<file path="src/rtl/w_mem_writer_pkg.sv">
// Shared types for the W-channel memory writer: response codes, burst codes and FSM states.
package w_mem_writer_pkg;

  typedef enum logic [1:0] {
    OKAY   = 2'b00,
    SLVERR = 2'b10
  } resp_t;

  localparam logic [1:0] BURST_FIXED = 2'b00;
  localparam logic [1:0] BURST_INCR  = 2'b01;

  typedef enum logic [1:0] {
    IDLE = 2'd0,
    DATA = 2'd1,
    RESP = 2'd2
  } state_t;

  function automatic logic burst_supported(input logic [1:0] burst);
    return (burst == BURST_FIXED) || (burst == BURST_INCR);
  endfunction

endpackage

</file>
<file path="src/rtl/w_mem_writer_if.sv">
// Command, W-beat, memory-write and response signals of the W-channel memory writer.
interface w_mem_writer_if
  import w_mem_writer_pkg::*;
#(
  parameter int ADDR_WIDTH = 32,
  parameter int DATA_WIDTH = 32,
  parameter int STRB_WIDTH = DATA_WIDTH / 8
) ();

  // aw, in_W and b channels: a transfer happens on a rising edge where valid and
  // ready are both high; valid never waits on ready, payload is held while valid is high.
  logic                  aw_valid;
  logic                  aw_ready;
  logic [ADDR_WIDTH-1:0] aw_addr;
  logic [7:0]            aw_len;
  logic [1:0]            aw_burst;

  logic [DATA_WIDTH-1:0] in_WDATA;
  logic [STRB_WIDTH-1:0] in_WSTRB;
  logic                  in_WLAST;
  logic                  in_WVALID;
  logic                  in_WREADY;

  logic                  mem_en;
  logic [STRB_WIDTH-1:0] mem_we;
  logic [ADDR_WIDTH-1:0] mem_addr;
  logic [DATA_WIDTH-1:0] mem_wdata;

  logic                  b_valid;
  logic                  b_ready;
  logic [1:0]            b_resp;

  logic                  busy;
  state_t                dbg_state;

  modport slave (
    input  aw_valid, aw_addr, aw_len, aw_burst,
    input  in_WDATA, in_WSTRB, in_WLAST, in_WVALID,
    input  b_ready,
    output aw_ready, in_WREADY,
    output mem_en, mem_we, mem_addr, mem_wdata,
    output b_valid, b_resp, busy, dbg_state
  );

  modport master (
    output aw_valid, aw_addr, aw_len, aw_burst,
    output in_WDATA, in_WSTRB, in_WLAST, in_WVALID,
    output b_ready,
    input  aw_ready, in_WREADY,
    input  mem_en, mem_we, mem_addr, mem_wdata,
    input  b_valid, b_resp, busy, dbg_state
  );

endinterface

</file>
<file path="src/rtl/w_addr_gen.sv">
// Beat address generator: loads the aligned start address, steps it for INCR bursts, flags range.
module w_addr_gen
  import w_mem_writer_pkg::*;
#(
  parameter int ADDR_WIDTH = 32,
  parameter int STRB_WIDTH = 4,
  parameter int MEM_BYTES  = 4096
) (
  input  logic                  i_clk,
  input  logic                  i_rst,
  input  logic                  i_load,
  input  logic [ADDR_WIDTH-1:0] i_load_addr,
  input  logic [1:0]            i_burst,
  input  logic                  i_advance,
  output logic [ADDR_WIDTH-1:0] o_cur_addr,
  output logic                  o_in_range
);

  localparam logic [ADDR_WIDTH:0]   LIMIT = (ADDR_WIDTH+1)'(MEM_BYTES);
  localparam logic [ADDR_WIDTH-1:0] STEP  = ADDR_WIDTH'(STRB_WIDTH);

  logic [ADDR_WIDTH-1:0] r_cur_addr;

  // Addition wraps naturally at 2^ADDR_WIDTH.
  always_ff @(posedge i_clk) begin
    if (i_rst) begin
      r_cur_addr <= '0;
    end else if (i_load) begin
      r_cur_addr <= i_load_addr;
    end else if (i_advance && (i_burst == BURST_INCR)) begin
      r_cur_addr <= r_cur_addr + STEP;
    end
  end

  assign o_cur_addr = r_cur_addr;
  assign o_in_range = {1'b0, r_cur_addr} < LIMIT;

endmodule

</file>
<file path="src/rtl/w_mem_writer.sv">
// Pairs one write command with its W beats, issues byte-masked memory writes, returns one B per burst.
// Optional burst/error counters are enabled with W_MEM_WRITER_STATS_EN.
module w_mem_writer
  import w_mem_writer_pkg::*;
#(
  parameter int ADDR_WIDTH = 32,
  parameter int DATA_WIDTH = 32,
  parameter int STRB_WIDTH = DATA_WIDTH / 8,
  parameter int MEM_BYTES  = 4096
) (
  input  logic            W_mc_clk,
  input  logic            W_mc_rst,
  w_mem_writer_if.slave   bus
`ifdef W_MEM_WRITER_STATS_EN
  ,
  output logic [15:0]     stat_bursts,
  output logic [15:0]     stat_errors
`endif
);

  localparam logic [ADDR_WIDTH-1:0] ALIGN_MASK = ~ADDR_WIDTH'(STRB_WIDTH - 1);

  state_t                r_state;
  logic [7:0]            r_len;
  logic [1:0]            r_burst;
  logic [8:0]            r_beat_cnt;
  logic                  r_err;
  logic                  r_mem_en;
  logic [STRB_WIDTH-1:0] r_mem_we;
  logic [ADDR_WIDTH-1:0] r_mem_addr;
  logic [DATA_WIDTH-1:0] r_mem_wdata;
  logic                  r_b_valid;
  resp_t                 r_b_resp;

  logic [ADDR_WIDTH-1:0] w_cur_addr;
  logic                  w_in_range;
  logic                  w_aw_ready;
  logic                  w_aw_hs;
  logic                  w_beat;
  logic                  w_last;
  logic                  w_burst_ok;
  logic                  w_write;
  logic                  w_beat_err;

  assign w_aw_ready = (r_state == IDLE) && !W_mc_rst;
  assign w_aw_hs    = bus.aw_valid && w_aw_ready;
  assign w_beat     = bus.in_WVALID && (r_state == DATA) && !W_mc_rst;
  assign w_last     = (r_beat_cnt == {1'b0, r_len});
  assign w_burst_ok = burst_supported(r_burst);
  assign w_write    = w_burst_ok && w_in_range;
  // WLAST must agree with the length count; disagreement flags the burst but never ends it.
  assign w_beat_err = (bus.in_WLAST != w_last) || !w_write;

  w_addr_gen #(
    .ADDR_WIDTH (ADDR_WIDTH),
    .STRB_WIDTH (STRB_WIDTH),
    .MEM_BYTES  (MEM_BYTES)
  ) u_addr_gen (
    .i_clk       (W_mc_clk),
    .i_rst       (W_mc_rst),
    .i_load      (w_aw_hs),
    .i_load_addr (bus.aw_addr & ALIGN_MASK),
    .i_burst     (r_burst),
    .i_advance   (w_beat),
    .o_cur_addr  (w_cur_addr),
    .o_in_range  (w_in_range)
  );

  always_ff @(posedge W_mc_clk) begin
    if (W_mc_rst) begin
      r_state     <= IDLE;
      r_len       <= '0;
      r_burst     <= '0;
      r_beat_cnt  <= '0;
      r_err       <= 1'b0;
      r_mem_en    <= 1'b0;
      r_mem_we    <= '0;
      r_mem_addr  <= '0;
      r_mem_wdata <= '0;
      r_b_valid   <= 1'b0;
      r_b_resp    <= OKAY;
    end else begin
      r_mem_en <= 1'b0;
      case (r_state)
        IDLE: begin
          if (bus.aw_valid) begin
            r_len      <= bus.aw_len;
            r_burst    <= bus.aw_burst;
            r_beat_cnt <= '0;
            r_err      <= 1'b0;
            r_state    <= DATA;
          end
        end
        DATA: begin
          if (bus.in_WVALID) begin
            r_mem_en    <= w_write;
            r_mem_we    <= w_write ? bus.in_WSTRB : '0;
            r_mem_addr  <= w_cur_addr;
            r_mem_wdata <= bus.in_WDATA;
            r_beat_cnt  <= r_beat_cnt + 9'd1;
            r_err       <= r_err | w_beat_err;
            if (w_last) begin
              r_b_valid <= 1'b1;
              r_b_resp  <= (r_err || w_beat_err) ? SLVERR : OKAY;
              r_state   <= RESP;
            end
          end
        end
        RESP: begin
          if (bus.b_ready) begin
            r_b_valid <= 1'b0;
            r_state   <= IDLE;
          end
        end
        default: r_state <= IDLE;
      endcase
    end
  end

  assign bus.aw_ready  = w_aw_ready;
  assign bus.in_WREADY = (r_state == DATA) && !W_mc_rst;
  assign bus.mem_en    = r_mem_en;
  assign bus.mem_we    = r_mem_we;
  assign bus.mem_addr  = r_mem_addr;
  assign bus.mem_wdata = r_mem_wdata;
  assign bus.b_valid   = r_b_valid;
  assign bus.b_resp    = r_b_resp;
  assign bus.busy      = (r_state != IDLE);
  assign bus.dbg_state = r_state;

`ifdef W_MEM_WRITER_STATS_EN
  logic [15:0] r_stat_bursts;
  logic [15:0] r_stat_errors;
  logic        w_b_hs;

  assign w_b_hs = r_b_valid && bus.b_ready;

  always_ff @(posedge W_mc_clk) begin
    if (W_mc_rst) begin
      r_stat_bursts <= '0;
      r_stat_errors <= '0;
    end else if (w_b_hs) begin
      if (r_stat_bursts != 16'hFFFF) r_stat_bursts <= r_stat_bursts + 16'd1;
      if ((r_b_resp == SLVERR) && (r_stat_errors != 16'hFFFF)) r_stat_errors <= r_stat_errors + 16'd1;
    end
  end

  assign stat_bursts = r_stat_bursts;
  assign stat_errors = r_stat_errors;
`endif

endmodule

</file>
<file path="src/flat_wrapper.sv">
// flat-port wrapper written by rule: the top's interface ports become plain ports
module w_mem_writer_flat import w_mem_writer_pkg::*;
#(
  parameter int ADDR_WIDTH = 32,
  parameter int DATA_WIDTH = 32,
  parameter int STRB_WIDTH = DATA_WIDTH / 8,
  parameter int MEM_BYTES  = 4096
)
  (W_mc_clk, W_mc_rst, bus_aw_valid, bus_aw_addr, bus_aw_len, bus_aw_burst, bus_in_WDATA, bus_in_WSTRB, bus_in_WLAST, bus_in_WVALID, bus_b_ready, bus_aw_ready, bus_in_WREADY, bus_mem_en, bus_mem_we, bus_mem_addr, bus_mem_wdata, bus_b_valid, bus_b_resp, bus_busy, bus_dbg_state);
  w_mem_writer_if #(.ADDR_WIDTH(ADDR_WIDTH), .DATA_WIDTH(DATA_WIDTH), .STRB_WIDTH(STRB_WIDTH)) bus_i ();
  input  logic W_mc_clk;
  input  logic W_mc_rst;
  input wire logic [$bits(bus_i.aw_valid)-1:0] bus_aw_valid;
  input wire logic [$bits(bus_i.aw_addr)-1:0] bus_aw_addr;
  input wire logic [$bits(bus_i.aw_len)-1:0] bus_aw_len;
  input wire logic [$bits(bus_i.aw_burst)-1:0] bus_aw_burst;
  input wire logic [$bits(bus_i.in_WDATA)-1:0] bus_in_WDATA;
  input wire logic [$bits(bus_i.in_WSTRB)-1:0] bus_in_WSTRB;
  input wire logic [$bits(bus_i.in_WLAST)-1:0] bus_in_WLAST;
  input wire logic [$bits(bus_i.in_WVALID)-1:0] bus_in_WVALID;
  input wire logic [$bits(bus_i.b_ready)-1:0] bus_b_ready;
  output wire logic [$bits(bus_i.aw_ready)-1:0] bus_aw_ready;
  output wire logic [$bits(bus_i.in_WREADY)-1:0] bus_in_WREADY;
  output wire logic [$bits(bus_i.mem_en)-1:0] bus_mem_en;
  output wire logic [$bits(bus_i.mem_we)-1:0] bus_mem_we;
  output wire logic [$bits(bus_i.mem_addr)-1:0] bus_mem_addr;
  output wire logic [$bits(bus_i.mem_wdata)-1:0] bus_mem_wdata;
  output wire logic [$bits(bus_i.b_valid)-1:0] bus_b_valid;
  output wire logic [$bits(bus_i.b_resp)-1:0] bus_b_resp;
  output wire logic [$bits(bus_i.busy)-1:0] bus_busy;
  output wire logic [$bits(bus_i.dbg_state)-1:0] bus_dbg_state;
  assign bus_i.aw_valid = bus_aw_valid;
  assign bus_i.aw_addr = bus_aw_addr;
  assign bus_i.aw_len = bus_aw_len;
  assign bus_i.aw_burst = bus_aw_burst;
  assign bus_i.in_WDATA = bus_in_WDATA;
  assign bus_i.in_WSTRB = bus_in_WSTRB;
  assign bus_i.in_WLAST = bus_in_WLAST;
  assign bus_i.in_WVALID = bus_in_WVALID;
  assign bus_i.b_ready = bus_b_ready;
  assign bus_aw_ready = bus_i.aw_ready;
  assign bus_in_WREADY = bus_i.in_WREADY;
  assign bus_mem_en = bus_i.mem_en;
  assign bus_mem_we = bus_i.mem_we;
  assign bus_mem_addr = bus_i.mem_addr;
  assign bus_mem_wdata = bus_i.mem_wdata;
  assign bus_b_valid = bus_i.b_valid;
  assign bus_b_resp = bus_i.b_resp;
  assign bus_busy = bus_i.busy;
  assign bus_dbg_state = bus_i.dbg_state;
  w_mem_writer #(.ADDR_WIDTH(ADDR_WIDTH), .DATA_WIDTH(DATA_WIDTH), .STRB_WIDTH(STRB_WIDTH), .MEM_BYTES(MEM_BYTES)) u_core (.W_mc_clk(W_mc_clk), .W_mc_rst(W_mc_rst), .bus(bus_i));
endmodule
</file>
<file path="config.mk">
export PLATFORM = sky130hd
export DESIGN_NAME = w_mem_writer_flat
export DESIGN_NICKNAME = d
export VERILOG_FILES = /design/src/rtl/w_mem_writer_pkg.sv /design/src/rtl/w_mem_writer_if.sv /design/src/rtl/w_addr_gen.sv /design/src/rtl/w_mem_writer.sv /design/src/flat_wrapper.sv
export SDC_FILE = /design/constraint.sdc
export NUM_CORES = 1
export LEC_CHECK = 0
export ABC_CLOCK_PERIOD_IN_PS = 1700
export CAP_MARGIN = 20
export CORE_MARGIN = 1.5
export CORE_UTILIZATION = 42
export DETAILED_ROUTE_END_ITERATION = 6
export PLACE_DENSITY = 0.74
export RECOVER_POWER = 25
export SLEW_MARGIN = 20
export SYNTH_ARGS = -nofsm -noshare
export SYNTH_HDL_FRONTEND = slang
export SYNTH_SLANG_ARGS = --single-unit
</file>
<file path="constraint.sdc">
create_clock -name W_mc_clk -period 1.7 [get_ports W_mc_clk]
set_input_delay 0.255 -clock W_mc_clk [delete_from_list [all_inputs] [get_ports W_mc_clk]]
set_output_delay 0.255 -clock W_mc_clk [all_outputs]
set_load 0.02 [all_outputs]
</file>
After elaboration in Yosys (flattened, before gate mapping)
Index checks and enable logic that the tools add are counted.
- divide/modulo/power cells: 0
- $add $sub $neg: 2
- shift operators: 0
- multiply operators: 0
- bitwise operators: 3
- order comparisons: 1
- equal/unequal tests: 9
- reductions and logical operators: 26
- muxes and demuxes: 19
- operators with widths (operator ; count):
    $mux W32 ; 2
    $add A32 B3 Y32 const B ; 1
    $lt A32 B13 Y1 const B ; 1
    $mux W9 ; 2
    $pmux W9 S2 ; 1
    $mux W2 ; 5
    $add A9 B1 Y9 const B ; 1
    $eq A9 B8 Y1 ; 1
    $reduce_and A4 Y1 ; 2
    $reduce_bool A2 Y1 ; 4
    $logic_and A1 B1 Y1 ; 7
    $ne A2 B2 Y1 const B ; 3
    $pmux W2 S3 ; 1
    $reduce_and A3 Y1 ; 2
    $mux W1 ; 5
    $eq A2 B1 Y1 const B ; 2
    $logic_not A2 Y1 ; 2
    $mux W4 ; 1
    $pmux W1 S2 ; 2
    $reduce_and A2 Y1 ; 2
    $logic_or A1 B1 Y1 ; 3
    $reduce_or A3 Y1 ; 1
    $eq A2 B2 Y1 const B ; 1
    $logic_not A1 Y1 ; 2
    5 further kinds ; 6
- RAM bits: 0
- memories: 0
- input port bits: 84
- latch bits: 0
- bits in registers: 126
- word-level logic and storage cells: 73
- output and inout bits: 77
- ROM bits: 0

Logic depth before layout (Yosys ltp)
- depth after elaboration: 8
- depth in mapped cells: 8

Cells and area by module
Synthesis repeated with hierarchy kept, for this count alone.
- cell total of the unflattened synthesis: 664
- area total of the unflattened synthesis: 5381.4 um^2
- modules (own cells, without submodules) (module ; cells an instance ; seq. area each (um^2) ; area each (um^2) ; instances):
    w_mem_writer ; 445 ; 1861.8 ; 3555.9 ; 1
    w_addr_gen ; 219 ; 640.6 ; 1825.5 ; 1

Worst setup path before layout
Ideal clock, no wire load.
- kind: register -> register
- from: reg u_core.r_state[0], in the netlist u_core.bus.dbg_state[0]
- to: reg u_core.u_addr_gen.r_cur_addr[19], in the netlist u_core.u_addr_gen.o_cur_addr[19]
- setup time: 0.086 ns
- stages on the path, launching flop included: 8
- data arrival time: 1.859 ns
- clock period less this slack: 1.944 ns
- slack: -0.244 ns
- cell sequence: dfxtp_1 -> buf_2 -> nand4bb_1 -> buf_2 -> nor4_2 -> nand2_1 -> xor2_1 -> a211oi_1
- cells in the longest elaborated chain, start to end: 5
- RTL lines (item ; line ; source):
    start, declared ; w_mem_writer.sv:23 ; state_t r_state;
    start signal, assigned ; w_mem_writer.sv:71 ; r_state <= IDLE;
    start signal, assigned ; w_mem_writer.sv:91 ; r_state <= DATA;
    start signal, assigned ; w_mem_writer.sv:105 ; r_state <= RESP;
    $eq A2 B1 Y1 ; w_mem_writer.sv:47 ; assign w_beat = bus.in_WVALID && (r_state == DATA) && !W_mc_rst;
    $logic_and A1 B1 Y1 (2 in series) ; w_mem_writer.sv:47 ;
    $logic_and A1 B1 Y1 ; w_addr_gen.sv:30 ; end else if (i_advance && (i_burst == BURST_INCR)) begin
    $reduce_bool A2 Y1 (no line) ; -- ;
    end signal, assigned ; w_addr_gen.sv:29 ; r_cur_addr <= i_load_addr;
    end signal, assigned ; w_addr_gen.sv:31 ; r_cur_addr <= r_cur_addr + STEP;
    end, declared ; w_addr_gen.sv:22 ; logic [ADDR_WIDTH-1:0] r_cur_addr;
Several ways; a longest one is shown, not always the timed one.
A chain may end at the register's enable or synchronous reset.

Worst setup path after layout
- from: reg u_core.r_state[1], in the netlist u_core.bus.dbg_state[1]
- to: reg u_core.u_addr_gen.r_cur_addr[13], in the netlist u_core.u_addr_gen.o_cur_addr[13]
The elaborated chain is that of the path after synthesis.

==> flow_metrics.env <==
export IMPL_fmax_ghz=0.564
export IMPL_io_buffer_count=155
export IMPL_reg2reg_depth=5
export IMPL_drt_iter0_drc=374
export IMPL_timing_rr_start="u_core.bus.dbg_state[1]"
export IMPL_p_switching_mw=1.97
export IMPL_end_kind="flop"
export IMPL_synth_simple_gate_area_share_pct=27.2
export IMPL_synth_largest_area_cell="dfxtp_1"
export IMPL_gp_congestion=0.862
export IMPL_grt_pass1_wl_mm=24.9
export IMPL_grt_pass1_vias=5153
export IMPL_setup_viol=14
export IMPL_coreArea_sq_um=12000
export IMPL_crit_path_start_kind="flop"
export IMPL_clkTransAtPathRegs_ps=50
export IMPL_final_setup_worst_slack_ps=-73.5
export IMPL_dieHeight_um=114
export IMPL_placedCellCount=962
export IMPL_period_minus_slack_ps=1770
export IMPL_crit_fanout=5
export IMPL_violations="setup timing"
export IMPL_crit_path_cell_trace="nand4bb_4 > or4_4 > nor4_4 > xnor2_1 > a211oi_1"
export IMPL_synthMuxAreaShare_pct=1.22
export IMPL_rsz0062_at_grt="true"
export IMPL_area_growth_pct=53.2
export IMPL_finalPower_mw=7.89
export IMPL_cts_root_buf="clkbuf_16"
export IMPL_hold_viol=0
export IMPL_synthArstFlopShare_pct=0
export IMPL_max_cap_violations=0
export IMPL_required_ps=2020
export IMPL_synth_top_family_by_area="simple AND/OR/NAND/NOR gates"
export IMPL_cts_htree_levels=4
export IMPL_fin_cells=1000
export IMPL_syn_area_sq_um=5140
export IMPL_drtAntennaViolNets=0
export IMPL_place_hpwl_mm=10.9
export IMPL_cpPeakStageDelay_ps=580
export IMPL_wirelength_mm=15.6
export IMPL_fin_crit_sh_pct=104
export IMPL_synth_ff_type="dfxtp_1"
export IMPL_dieWidth_um=114
export IMPL_swShare_pct=25.0
export IMPL_nNetsFinal=926
export IMPL_p_per_area_nw_per_um2=1000
export IMPL_syn_mean_instance_area_sq_um=7.97
export IMPL_synth_cells=645
export IMPL_status="finished with violations"
export IMPL_tightest_slew_ps=684
export IMPL_synth_area_leaders="dfxtp_1 (47%), nand2_1 (13%), a21oi_1 (7.6%)"
export IMPL_slew_viol_final=0
export IMPL_drc=0
export IMPL_io_pins=161
export IMPL_vias_per_cell=5.31
export IMPL_cts_sinks=121
export IMPL_synth_warnings=0
export IMPL_initial_core_util_pct=43.0
export IMPL_p_int_mw=5.92
export IMPL_synthXorXnorAreaFrac_pct=6.31
export IMPL_irDropWorstVdd_v=0.000840
export IMPL_synth_edf_count=0
export IMPL_ys_ff_latch=121
export IMPL_clkPwrFrac_pct=45.6
export IMPL_combPwrFrac_pct=14.7
export IMPL_cp_arrival_ps=2100
export IMPL_p_leak_nw=2.99
export IMPL_yosysMostFrequentCell="nand2_1"
export IMPL_vias=5314
export IMPL_synth_cell_types=49
export IMPL_synth_yosys_seq_area_share_pct=47.1
export IMPL_r2r_end="u_core.u_addr_gen.o_cur_addr[13]"
export IMPL_antenna_found_initial=0
export IMPL_endpoint="u_core.u_addr_gen.o_cur_addr[13]"
export IMPL_min_path_type="in -> reg"
export IMPL_critical_path_class="reg -> reg"
export IMPL_cts_made_buffers=17
export IMPL_wl_per_cell_um=15.6
export IMPL_dr_pass1_iters=5
export IMPL_drive_gt1_share_pct=14.8
export IMPL_synthTopCellsByCount="nand2_1 (177), dfxtp_1 (121), a21oi_1 (78), nor2_1 (47), clkbuf_1 (34)"
export IMPL_skew_ps=7.16
export IMPL_worst_r2r_setup_slack_ps=-70
export IMPL_slew_headroom_pct=54.4
export IMPL_critPathSlowestCell="or4_4"
export IMPL_grt_max_degree=67
export IMPL_insertion_delay_ps=420
export IMPL_n_antenna_cell=0
export IMPL_synthAdderAreaFrac_pct=0.487
export IMPL_startpoint="u_core.bus.dbg_state[1]"
export IMPL_grt_overflow=0
export IMPL_cts_buffer_depth=2
export IMPL_yosys_area_top_type_share_pct=47.1
export IMPL_grt_use_total_pct=24.3
export IMPL_seqPwrFrac_pct=39.7
export IMPL_dieArea_sq_um=12900
export IMPL_row_count=40
export IMPL_synth_compound_area_share_pct=13.6
export IMPL_cts_tree="yes"
## power by group through the flow
stage          clock, mW  sequential (mW)  combinational [mW]
4_1_cts             3.64             3.12                1.15
2_1_floorplan          0             3.24               0.471
3_5_place_dp           0             3.17                1.14
6_report            3.60             3.13                1.16
5_1_grt             3.78             3.15                1.25
3_3_place_gp           0             3.17                1.11
## worst min path at each step
stage                                 start                               end  slack (ps)  cells past startpoint
floorplan                   bus_aw_addr[18]  u_core.u_addr_gen.o_cur_addr[18]         370                      2
global placement       u_core.bus.mem_we[3]              u_core.bus.mem_we[3]         440                      2
detailed placement  u_core.bus.mem_addr[10]           u_core.bus.mem_addr[10]         450                      2
CTS                                W_mc_rst              u_core.bus.mem_we[2]         190                      3
global route                       W_mc_rst              u_core.bus.mem_we[2]         240                      3
finish                             W_mc_rst              u_core.bus.mem_we[3]         220                      3
## sequential cells by signal, indices dropped and copies added, names as in the netlist, 2 cells and up
signal and count:
u_core.r_len 8, u_core.r_beat_cnt 9, u_core.bus.mem_addr 30, u_core.u_addr_gen.o_cur_addr 30
u_core.r_burst 2, u_core.bus.mem_wdata 32, u_core.bus.mem_we 4, u_core.bus.dbg_state 2
## cells in the final DEF, fill, tap and decap left out, drive strengths merged, types with 2 or more instances in the layout
cell	synthesis	routed
buf	12	63
and4	4	4
and3b	2	2
inv	3	3
clkbuf	34	33
xor2	27	27
dlygate4sd2	0	2
clkinv	0	4
or4	2	2
a31oi	3	3
nand3b	3	3
or2	3	3
a311oi	2	2
nand3	15	15
o21ai	9	9
mux2i	4	4
nand2	177	177
nand2b	2	2
nor2	47	47
bufinv	0	2
nor3	13	13
nand4	14	14
dfxtp	121	121
nor2b	2	2
nor3b	3	3
conb	1	3
a211oi	19	19
clkdlybuf4s50	0	147
mux2	2	2
o211ai	2	2
o22ai	2	2
nor4	10	10
and3	4	4
xnor2	10	10
ha	2	2
and2	3	3
a21oi	78	78
## cell families after synthesis
| group | after synthesis |
|---|---|
| and+or+nand+nor | 307 |
| AOI/OAI and AO/OA | 122 |
| DFF | 121 |
| buffers and inverters | 49 |
| xor gates and xnor gates | 37 |
| muxes | 6 |
| adders and majority gates | 2 |
| other | 1 |
## cell type report
| type | instances | area [sq um] |
|---|---|---|
| inverter | 3 | 11.3 |
| multi-input combinational | 477 | 2640 |
| clock inverter | 7 | 87.6 |
| tap | 147 | 184 |
| timing repair buffer | 220 | 2010 |
| clock buffer | 25 | 507 |
| fill | 1020 | 4090 |
| sequential | 121 | 2430 |
## critical path: cells and delay by family (launching register included)
family | cells | cell delay, ps
AOI/OAI and AO/OA | 1 | 230
xor gates and xnor gates | 1 | 110
DFF | 1 | 350
and+or+nand+nor | 3 | 1000
## what timing repair did
item,in CTS,in global routing
buffers inserted,1,4
endpoints found under the hold margin,0,0
hold buffers,0,0
setup endpoints to repair,31,40
resized for setup,22,17
pin swaps,6,12
cloned,0,1
## layer usage
layer  track usage (%)  up-vias  share of wire (%)
met5                 0        -                  0
li1                  -     2585                  -
met2              41.1      220                 50
met4              10.3        0                2.7
met3              7.81       36                6.9
met1              28.5     2473                 41
## stage by stage
stage	setup TNS (ps)	hold WS, ps	setup slack, ps	area [sq um]	utilization, %
after floorplan	-1380	370	-159	5210	-
after global placement	-17420	441	-510	7190	60.1
after detailed placement	-20610	446	-574	7190	60.1
after CTS	-434	189	-107	7810	65.3
after global routing	-3320	237	-147	7870	65.8
final	-484	219	-73.5	7870	65.8
Power figures use the tool's default switching activity.
